<file path="src/rtl/ocl_axil_reg_frontend.sv">
// AXI4-Lite slave front end for the OCL BAR. Turns AW/W/AR handshakes into
// single-cycle register write / read-request strobes for the register block
// and returns its read data on R, answering with SLVERR if it never responds.
//
// Handshake semantics: a transfer happens on the rising edge where both
// valid and ready are high. A master holds valid (and its payload) until
// that edge. This block raises bvalid/rvalid only with a stable payload and
// holds it until the matching ready. Its own ready outputs never depend
// combinationally on the master's valid.
module ocl_axil_reg_frontend #(
  parameter int ADDR_W     = 32,
  parameter int RD_TIMEOUT = 16
) (
  input  logic              clk_main_a0,
  input  logic              rst_main,
  input  logic              awvalid,
  input  logic [ADDR_W-1:0] awaddr,
  output logic              awready,
  input  logic              wvalid,
  input  logic [31:0]       wdata,
  output logic              wready,
  output logic              bvalid,
  output logic [1:0]        bresp,
  input  logic              bready,
  input  logic              arvalid,
  input  logic [ADDR_W-1:0] araddr,
  output logic              arready,
  output logic              rvalid,
  output logic [31:0]       rdata,
  output logic [1:0]        rresp,
  input  logic              rready,
  output logic              reg_wr_en,
  output logic [ADDR_W-1:0] reg_wr_addr,
  output logic [31:0]       reg_wr_data,
  output logic              reg_rd_req,
  output logic [ADDR_W-1:0] reg_rd_addr,
  input  logic              reg_rd_valid,
  input  logic [31:0]       reg_rd_data
);

  // Clears the byte offset so downstream always sees word addresses.
  localparam logic [ADDR_W-1:0] ALIGN_MASK   = ~ADDR_W'(3);
  localparam logic [7:0]        TIMEOUT_LOAD = 8'(RD_TIMEOUT);

  typedef enum logic [1:0] {W_IDLE, W_ISSUE, W_RESP} wr_state_t;
  typedef enum logic [1:0] {R_IDLE, R_WAIT, R_RESP} rd_state_t;

  wr_state_t         w_state, w_state_n;
  rd_state_t         r_state, r_state_n;
  logic              aw_held, aw_held_n;
  logic              w_held, w_held_n;
  logic [ADDR_W-1:0] aw_addr_q;
  logic [31:0]       w_data_q;
  logic [7:0]        rd_cnt;

  logic aw_hs;
  logic w_hs;
  logic ar_hs;

  // Readies are registered, so a handshake is valid AND the current ready.
  assign aw_hs = awvalid && awready;
  assign w_hs  = wvalid && wready;
  assign ar_hs = arvalid && arready;

  assign reg_wr_en   = (w_state == W_ISSUE);
  assign reg_wr_addr = aw_addr_q;
  assign reg_wr_data = w_data_q;
  assign bvalid      = (w_state == W_RESP);
  assign bresp       = 2'b00;
  assign rvalid      = (r_state == R_RESP);

  // Write FSM state and holding-flag registers.
  always_ff @(posedge clk_main_a0 or posedge rst_main) begin
    if (rst_main) begin
      w_state <= W_IDLE;
      aw_held <= 1'b0;
      w_held  <= 1'b0;
    end else begin
      w_state <= w_state_n;
      aw_held <= aw_held_n;
      w_held  <= w_held_n;
    end
  end

  // Write FSM: collect AW and W in any order, strobe once, then respond on B.
  always_comb begin
    w_state_n = w_state;
    aw_held_n = aw_held;
    w_held_n  = w_held;
    case (w_state)
      W_IDLE: begin
        if (aw_hs) aw_held_n = 1'b1;
        if (w_hs)  w_held_n  = 1'b1;
        if (aw_held_n && w_held_n) w_state_n = W_ISSUE;
      end
      W_ISSUE: begin
        aw_held_n = 1'b0;
        w_held_n  = 1'b0;
        w_state_n = W_RESP;
      end
      W_RESP: begin
        if (bready) w_state_n = W_IDLE;
      end
      default: w_state_n = W_IDLE;
    endcase
  end

  // Capture the write address (word aligned) and data on their handshakes.
  always_ff @(posedge clk_main_a0 or posedge rst_main) begin
    if (rst_main) begin
      aw_addr_q <= '0;
      w_data_q  <= '0;
    end else begin
      if (aw_hs) aw_addr_q <= awaddr & ALIGN_MASK;
      if (w_hs)  w_data_q  <= wdata;
    end
  end

  // Read FSM state register.
  always_ff @(posedge clk_main_a0 or posedge rst_main) begin
    if (rst_main) r_state <= R_IDLE;
    else          r_state <= r_state_n;
  end

  // Read FSM: wait for register data or the timeout, then hold R until taken.
  always_comb begin
    r_state_n = r_state;
    case (r_state)
      R_IDLE: if (ar_hs) r_state_n = R_WAIT;
      R_WAIT: if (reg_rd_valid || (rd_cnt == 8'd1)) r_state_n = R_RESP;
      R_RESP: if (rready) r_state_n = R_IDLE;
      default: r_state_n = R_IDLE;
    endcase
  end

  // Read datapath: request strobe, held address, timeout counter, R payload.
  // The last WAIT cycle is the one where the counter is 1; valid data seen in
  // that same cycle takes priority over the error response.
  always_ff @(posedge clk_main_a0 or posedge rst_main) begin
    if (rst_main) begin
      reg_rd_req  <= 1'b0;
      reg_rd_addr <= '0;
      rd_cnt      <= '0;
      rdata       <= '0;
      rresp       <= 2'b00;
    end else begin
      reg_rd_req <= ar_hs;
      if (ar_hs) begin
        reg_rd_addr <= araddr & ALIGN_MASK;
        rd_cnt      <= TIMEOUT_LOAD;
      end
      case (r_state)
        R_WAIT: begin
          rd_cnt <= rd_cnt - 8'd1;
          if (reg_rd_valid) begin
            rdata <= reg_rd_data;
            rresp <= 2'b00;
          end else if (rd_cnt == 8'd1) begin
            rdata <= 32'hdeaddead;
            rresp <= 2'b10;
          end
        end
        R_RESP: begin
          if (rready) begin
            rdata <= '0;
            rresp <= 2'b00;
          end
        end
        default: ;
      endcase
    end
  end

  // Ready outputs are registered from the next state so they are glitch
  // free and stay low while reset is asserted.
  always_ff @(posedge clk_main_a0 or posedge rst_main) begin
    if (rst_main) begin
      awready <= 1'b0;
      wready  <= 1'b0;
      arready <= 1'b0;
    end else begin
      awready <= (w_state_n == W_IDLE) && !aw_held_n;
      wready  <= (w_state_n == W_IDLE) && !w_held_n;
      arready <= (r_state_n == R_IDLE);
    end
  end

endmodule

</file>
<file path="config.mk">
export PLATFORM = sky130hd
export DESIGN_NAME = ocl_axil_reg_frontend
export DESIGN_NICKNAME = d
export VERILOG_FILES = /design/src/rtl/ocl_axil_reg_frontend.sv
export SDC_FILE = /design/constraint.sdc
export NUM_CORES = 1
export LEC_CHECK = 0
export ABC_AREA = 1
export CAP_MARGIN = 20
export CORE_UTILIZATION = 37
export DETAILED_ROUTE_END_ITERATION = 16
export MAX_ROUTING_LAYER = met4
export PLACE_DENSITY_LB_ADDON = 0.08
export SYNTH_ARGS = -nofsm -noshare
export SYNTH_HDL_FRONTEND = slang
export SYNTH_SLANG_ARGS = --single-unit
export TNS_END_PERCENT = 10
</file>
<file path="constraint.sdc">
create_clock -name clk_main_a0 -period 5 [get_ports clk_main_a0]
set_input_delay 1.25 -clock clk_main_a0 [delete_from_list [all_inputs] [get_ports clk_main_a0]]
set_output_delay 1.25 -clock clk_main_a0 [all_outputs]
set_load 0.1 [all_outputs]
</file>
**After elaboration in Yosys (flattened, before gate mapping)**

Index checks and enable logic that the tools add are counted.
Widths: inputs -> output; s select.

- $mul: 0
- Bitwise gates (word level): 0
- Eq/ne operators: 7
- Mux-type cells: 23
- Div/mod/pow operators: 0
- Shift operators: 0
- Reduce and logical (&&, ||, !) cells: 16
- Add/subtract/negate cells: 1
- $lt $le $gt $ge: 0

Operator list:

| operator | count |
|---|---|
| $mux 32 | 3 |
| $pmux 32 s2 | 1 |
| $mux 2 | 8 |
| $mux 8 | 2 |
| $pmux 2 s3 | 2 |
| $eq 8x1->1 const B | 1 |
| $logic_not 2->1 | 4 |
| $sub 8x1->8 const B | 1 |
| $logic_and 1x1->1 | 6 |
| $eq 2x1->1 const B | 2 |
| $eq 2x2->1 const B | 2 |
| $mux 1 | 4 |
| $pmux 1 s2 | 2 |
| $pmux 2 s2 | 1 |
| $reduce_bool 2->1 | 2 |
| $ne 3x3->1 const B | 1 |
| $reduce_and 3->1 | 1 |
| $logic_not 1->1 | 2 |
| $ne 2x1->1 const B | 1 |
| $logic_or 1x1->1 | 1 |

- Bits in latches: 0
- RAM bits: 0
- Logic and storage cells: 61
- Input port bits: 136
- Memories kept: 0
- Bits in read-only memories: 0
- Output and inout bits: 139
- Flip-flop bits (word level): 144

**Depth between registers and ports, before layout**

- Word-level depth: 8
- Gate-level depth with buffers: 11
- Mapped depth without buffers: 11

**Least setup slack after synthesis**

OpenSTA, ideal clock, no wires.

- Path kind: register to output
- From: reg w_state[1]
- To: out bvalid
- Arrival time: 1684 ps
- Stages on the path, launching flop included: 3
- Data required time: 3750 ps
- Setup slack: 2066 ps
- Buffers on the path: 0
- Path through: dfrtp_1 -> inv_1 -> nor2_1

- Cells in the longest elaborated chain, start to end: 1

RTL lines:

| element | line | RTL |
|---|---|---|
| start, declared | 48 | `wr_state_t w_state, w_state_n;` |
| start signal, assigned | 79 | `w_state <= w_state_n;` |
| $eq 2x2->1 | 68 | `assign bvalid = (w_state == W_RESP);` |
| end, declared | 22 | `output logic bvalid,` |

No other way between the ends.

**Worst setup path after layout**

- From: reg r_state[0]
- To: out rvalid

- Cells in the longest elaborated chain, start to end: 1

RTL lines:

| element | line | RTL |
|---|---|---|
| start, declared | 49 | `rd_state_t r_state, r_state_n;` |
| start signal, assigned | 122 | `else r_state <= r_state_n;` |
| $eq 2x2->1 | 70 | `assign rvalid = (r_state == R_RESP);` |
| end, declared | 28 | `output logic rvalid,` |

No other way between the ends.

==> impl_summary.txt <==
----------------------------------------------------
[Outcome]
  Outcome ... finished, final reports clean

[Placed design]
  Weighted congestion reported at the end of routability-driven placement ... 0.789
  Buffers on Ports ... 263
  Placed instance count ... 1101
  HPWL after detailed placement ... 10800 µm

[Synth]
  Combinational family with the most area after synthesis ... simple AND/OR/NAND/NOR gates
  Count of mapped cells out of synthesis ... 652
  Parity-gate share of the synthesized area counting xor and xnor cells ... 0%
  Share of the synthesized area in the top cell type ... 61.5%
  Number of distinct library cell variants in the gate-level netlist after synthesis ... 26
  Dominant cell type by area after synthesis ... sky130_fd_sc_hd__dfrtp_1
  Sequential fraction of the synthesis area ... 61.5%
  Top area cells in the synthesized netlist ... sky130_fd_sc_hd__dfrtp_1 (62%), sky130_fd_sc_hd__nand2_1 (21%), sky130_fd_sc_hd__o21ai_0 (2.9%)
  Yosys Warn Count ... 0
  Simple-gate area share of the yosys netlist ... 24.9%
  Yosys reg bits ... 143
  Average size of a mapped cell ... 8.92 µm²
  Mux cell area share after synthesis ... 0%
  Compound-Gate Fraction of Synth Area ... 6.93%
  Total standard cell area after synthesis ... 0.00581 mm²
  Adder-cell share of the synthesized area ... 1.29%

[Detailed routing]
  DR iter-0 viols ... 299
  Antenna Nets Post-Route ... 0
  Via count ... 5078
  DR DRC count ... 0
  Routed wire length ... 15500 µm
  Routed length per instance ... 13.7 µm
  Number of optimization iterations in the first detailed-route pass ... 4
  Avg Vias per Cell ... 4.48

[Setup path]
  Worst endpoint required time ... 3750 ps
  Launch point of the worst reg-to-reg path ... r_state[0]
  Reg2Reg Depth ... 8
  Peak fanout along the critical path ... 3
  Nature of the critical path startpoint ... register
  R2r endpoint ... rdata[25]
  Crit Path Class ... reg2out
  FF-to-FF setup slack ... 2300 ps
  Worst endpoint data arrival time ... 2250 ps
  Critical Path End Type ... output port

[Timing]
  Worst hold margin ... 478 ps
  Final setup violation count ... 0
  Top achievable clock speed ... 286 MHz
  Setup repair after global routing missed its margin ... no
  Slew @ Worst Pin ... 1070 ps
  Final-report max-slew violation count ... 0
  Hold violation total from the final report ... 0
  Setup TNS after final layout ... 0 ps
  Min Tclk post-route ... 3500 ps
  Worst slew margin ... 28.2%
  Share of the cycle needed by the critical path after routing ... 69.9%
  Final clock skew ... 10.9 ps

[Die]
  Die Wd ... 127 µm
  Die footprint ... 0.0162 mm²
  Count of standard-cell rows ... 45
  Top Ports ... 275
  Die boundary height ... 127 µm
  Core region area ... 0.0153 mm²
  Initial standard-cell utilization of the core ... 38.1%

[Cells and area]
  Proportion of layout cells with a drive suffix above 1 ... 7.48%
  Final core utilization ... 60.5%
  Area used by multi-input combinational logic ... 0.00195 mm²
  Filler Cells Inserted ... 1299
  Post-layout instance count excluding filler cells ... 1133
  Ant diodes ... 0
  Number of nets at the end of the flow ... 1051
  Commonest non-fill, non-tap cell in the layout ... sky130_fd_sc_hd__nand2_1
  Top library cells by usage in the layout, fill and taps aside ... sky130_fd_sc_hd__nand2_1 (327), sky130_fd_sc_hd__clkdlybuf4s50_1 (263), sky130_fd_sc_hd__dfrtp_1 (143)
  Area of all sequential standard cells ... 0.00358 mm²
  Area delta synth->final ... 58.9%

[Worst hold path]
  Hold path depth ... 2
  Kind of path behind the tightest hold check ... reg2reg
  Endpoint of the worst hold path ... reg_wr_addr[30]
  Startpoint of the most critical hold path ... reg_wr_addr[30]

[Global route]
  Pin count of the biggest net entering global routing ... 72
  Total global routing track utilization ... 20.5%
  Gr ovfl total ... 0
  Global-route wire length before repair ... 24900 µm
  Via count of the first global-routing pass ... 5086
  Initial antenna violation count ... 0

[Clocking]
  Post-CTS Resized ... 0
  H-tree depth ... 4
  CTS Root Buffer Type ... sky130_fd_sc_hd__clkbuf_16
  Clock-pin slew on the worst setup and hold paths ... 60 ps
  Number of setup buffers added after CTS ... 0
  Later-pin clock latency in the skew report ... 420 ps
  Hold-fix buffers at CTS ... 0
  Clock tree buffer depth ... 2
  Number of buffers inserted during clock tree synthesis ... 17
  Clock sink count ... 143
  Clock tree from TritonCTS ... built

[Job]
  Number of maximum-capacitance constraint violations ... 0

----------------------------------------------------
-- per-layer routing --
layer | GRT usage (%) | part of all wire [%]
met1 | 25.4 | 44
met2 | 30.9 | 46
met3 | 6.53 | 8.2
met4 | 8.47 | 1.9
met5 | - | 0
-- through the flow --
stage	setup slack, ps	area, µm²
after floorplan	1960	5840
after CTS	1490	9240
after global placement	1470	8590
final	1500	9240
after detailed placement	1440	8590
after global routing	1430	9240
-- how the worst max path moves through the flow --
stage                  from        end  slack (ps)
3_3_place_gp   reg_rd_valid   rdata[7]        1470
3_5_place_dp   reg_rd_valid  rdata[21]        1440
5_1_grt          r_state[0]     rvalid        1430
6_report         r_state[0]     rvalid        1500
2_1_floorplan      rst_main    arready        1960
4_1_cts          r_state[0]     rvalid        1490
-- flip-flops by register name, summed over array words and instances, names as in the netlist --
signal       cells
rdata           32
reg_wr_data     32
reg_rd_addr     30
reg_wr_addr     30
rd_cnt           8
r_state          2
w_state          2
arready          1
aw_held          1
awready          1
reg_rd_req       1
rresp            1
w_held           1
wready           1
-- cell type report --
cell class / instances / area share [%]
Tap cell: 211 / 2.86
Multi-Input combinational cell: 451 / 21.1
Clock buffer: 23 / 5.28
Inverter: 26 / 1.12
Timing Repair Buffer: 270 / 29.2
Clock inverter: 9 / 1.68
Sequential cell: 143 / 38.7
-- cells in the mapped netlist --
master,instances
sky130_fd_sc_hd__buf_4,7
sky130_fd_sc_hd__nand3_1,14
sky130_fd_sc_hd__inv_2,3
sky130_fd_sc_hd__nand2_1,327
sky130_fd_sc_hd__buf_2,1
sky130_fd_sc_hd__o22ai_1,2
sky130_fd_sc_hd__clkbuf_1,24
sky130_fd_sc_hd__nand3b_1,1
sky130_fd_sc_hd__conb_1,1
sky130_fd_sc_hd__ha_1,6
sky130_fd_sc_hd__nand3_2,2
sky130_fd_sc_hd__o21ai_2,13
sky130_fd_sc_hd__dfrtp_1,143
sky130_fd_sc_hd__nand2_2,10
sky130_fd_sc_hd__or2_1,1
sky130_fd_sc_hd__nor2_1,11
sky130_fd_sc_hd__o21ai_1,17
sky130_fd_sc_hd__a31oi_1,1
sky130_fd_sc_hd__buf_1,1
sky130_fd_sc_hd__clkinv_2,2
sky130_fd_sc_hd__buf_6,5
sky130_fd_sc_hd__inv_1,21
sky130_fd_sc_hd__nor2_2,1
sky130_fd_sc_hd__o21ai_0,34
sky130_fd_sc_hd__a21oi_1,3
sky130_fd_sc_hd__nor3_1,1
-- worst max-delay path: stages, from the launching register on --
cell	delay, ps
sky130_fd_sc_hd__dfrtp_1	400
sky130_fd_sc_hd__inv_1	110
sky130_fd_sc_hd__ha_1	180
sky130_fd_sc_hd__clkdlybuf4s50_1	1140
-- cell families (layout without fill, tap and decap cells) --
logic type               Yosys count  after routing
AO/OA/AOI/OAI                     70             70
adder cells (fa/ha/maj)            6              6
buffers and inverters             64            328
flip-flops                       143            143
other                              1              7
AND/OR/NAND/NOR                  368            368
Power is left out: the tool's default activity adds up to more than one toggle a clock period on the data nets, which glitch-free logic cannot reach.
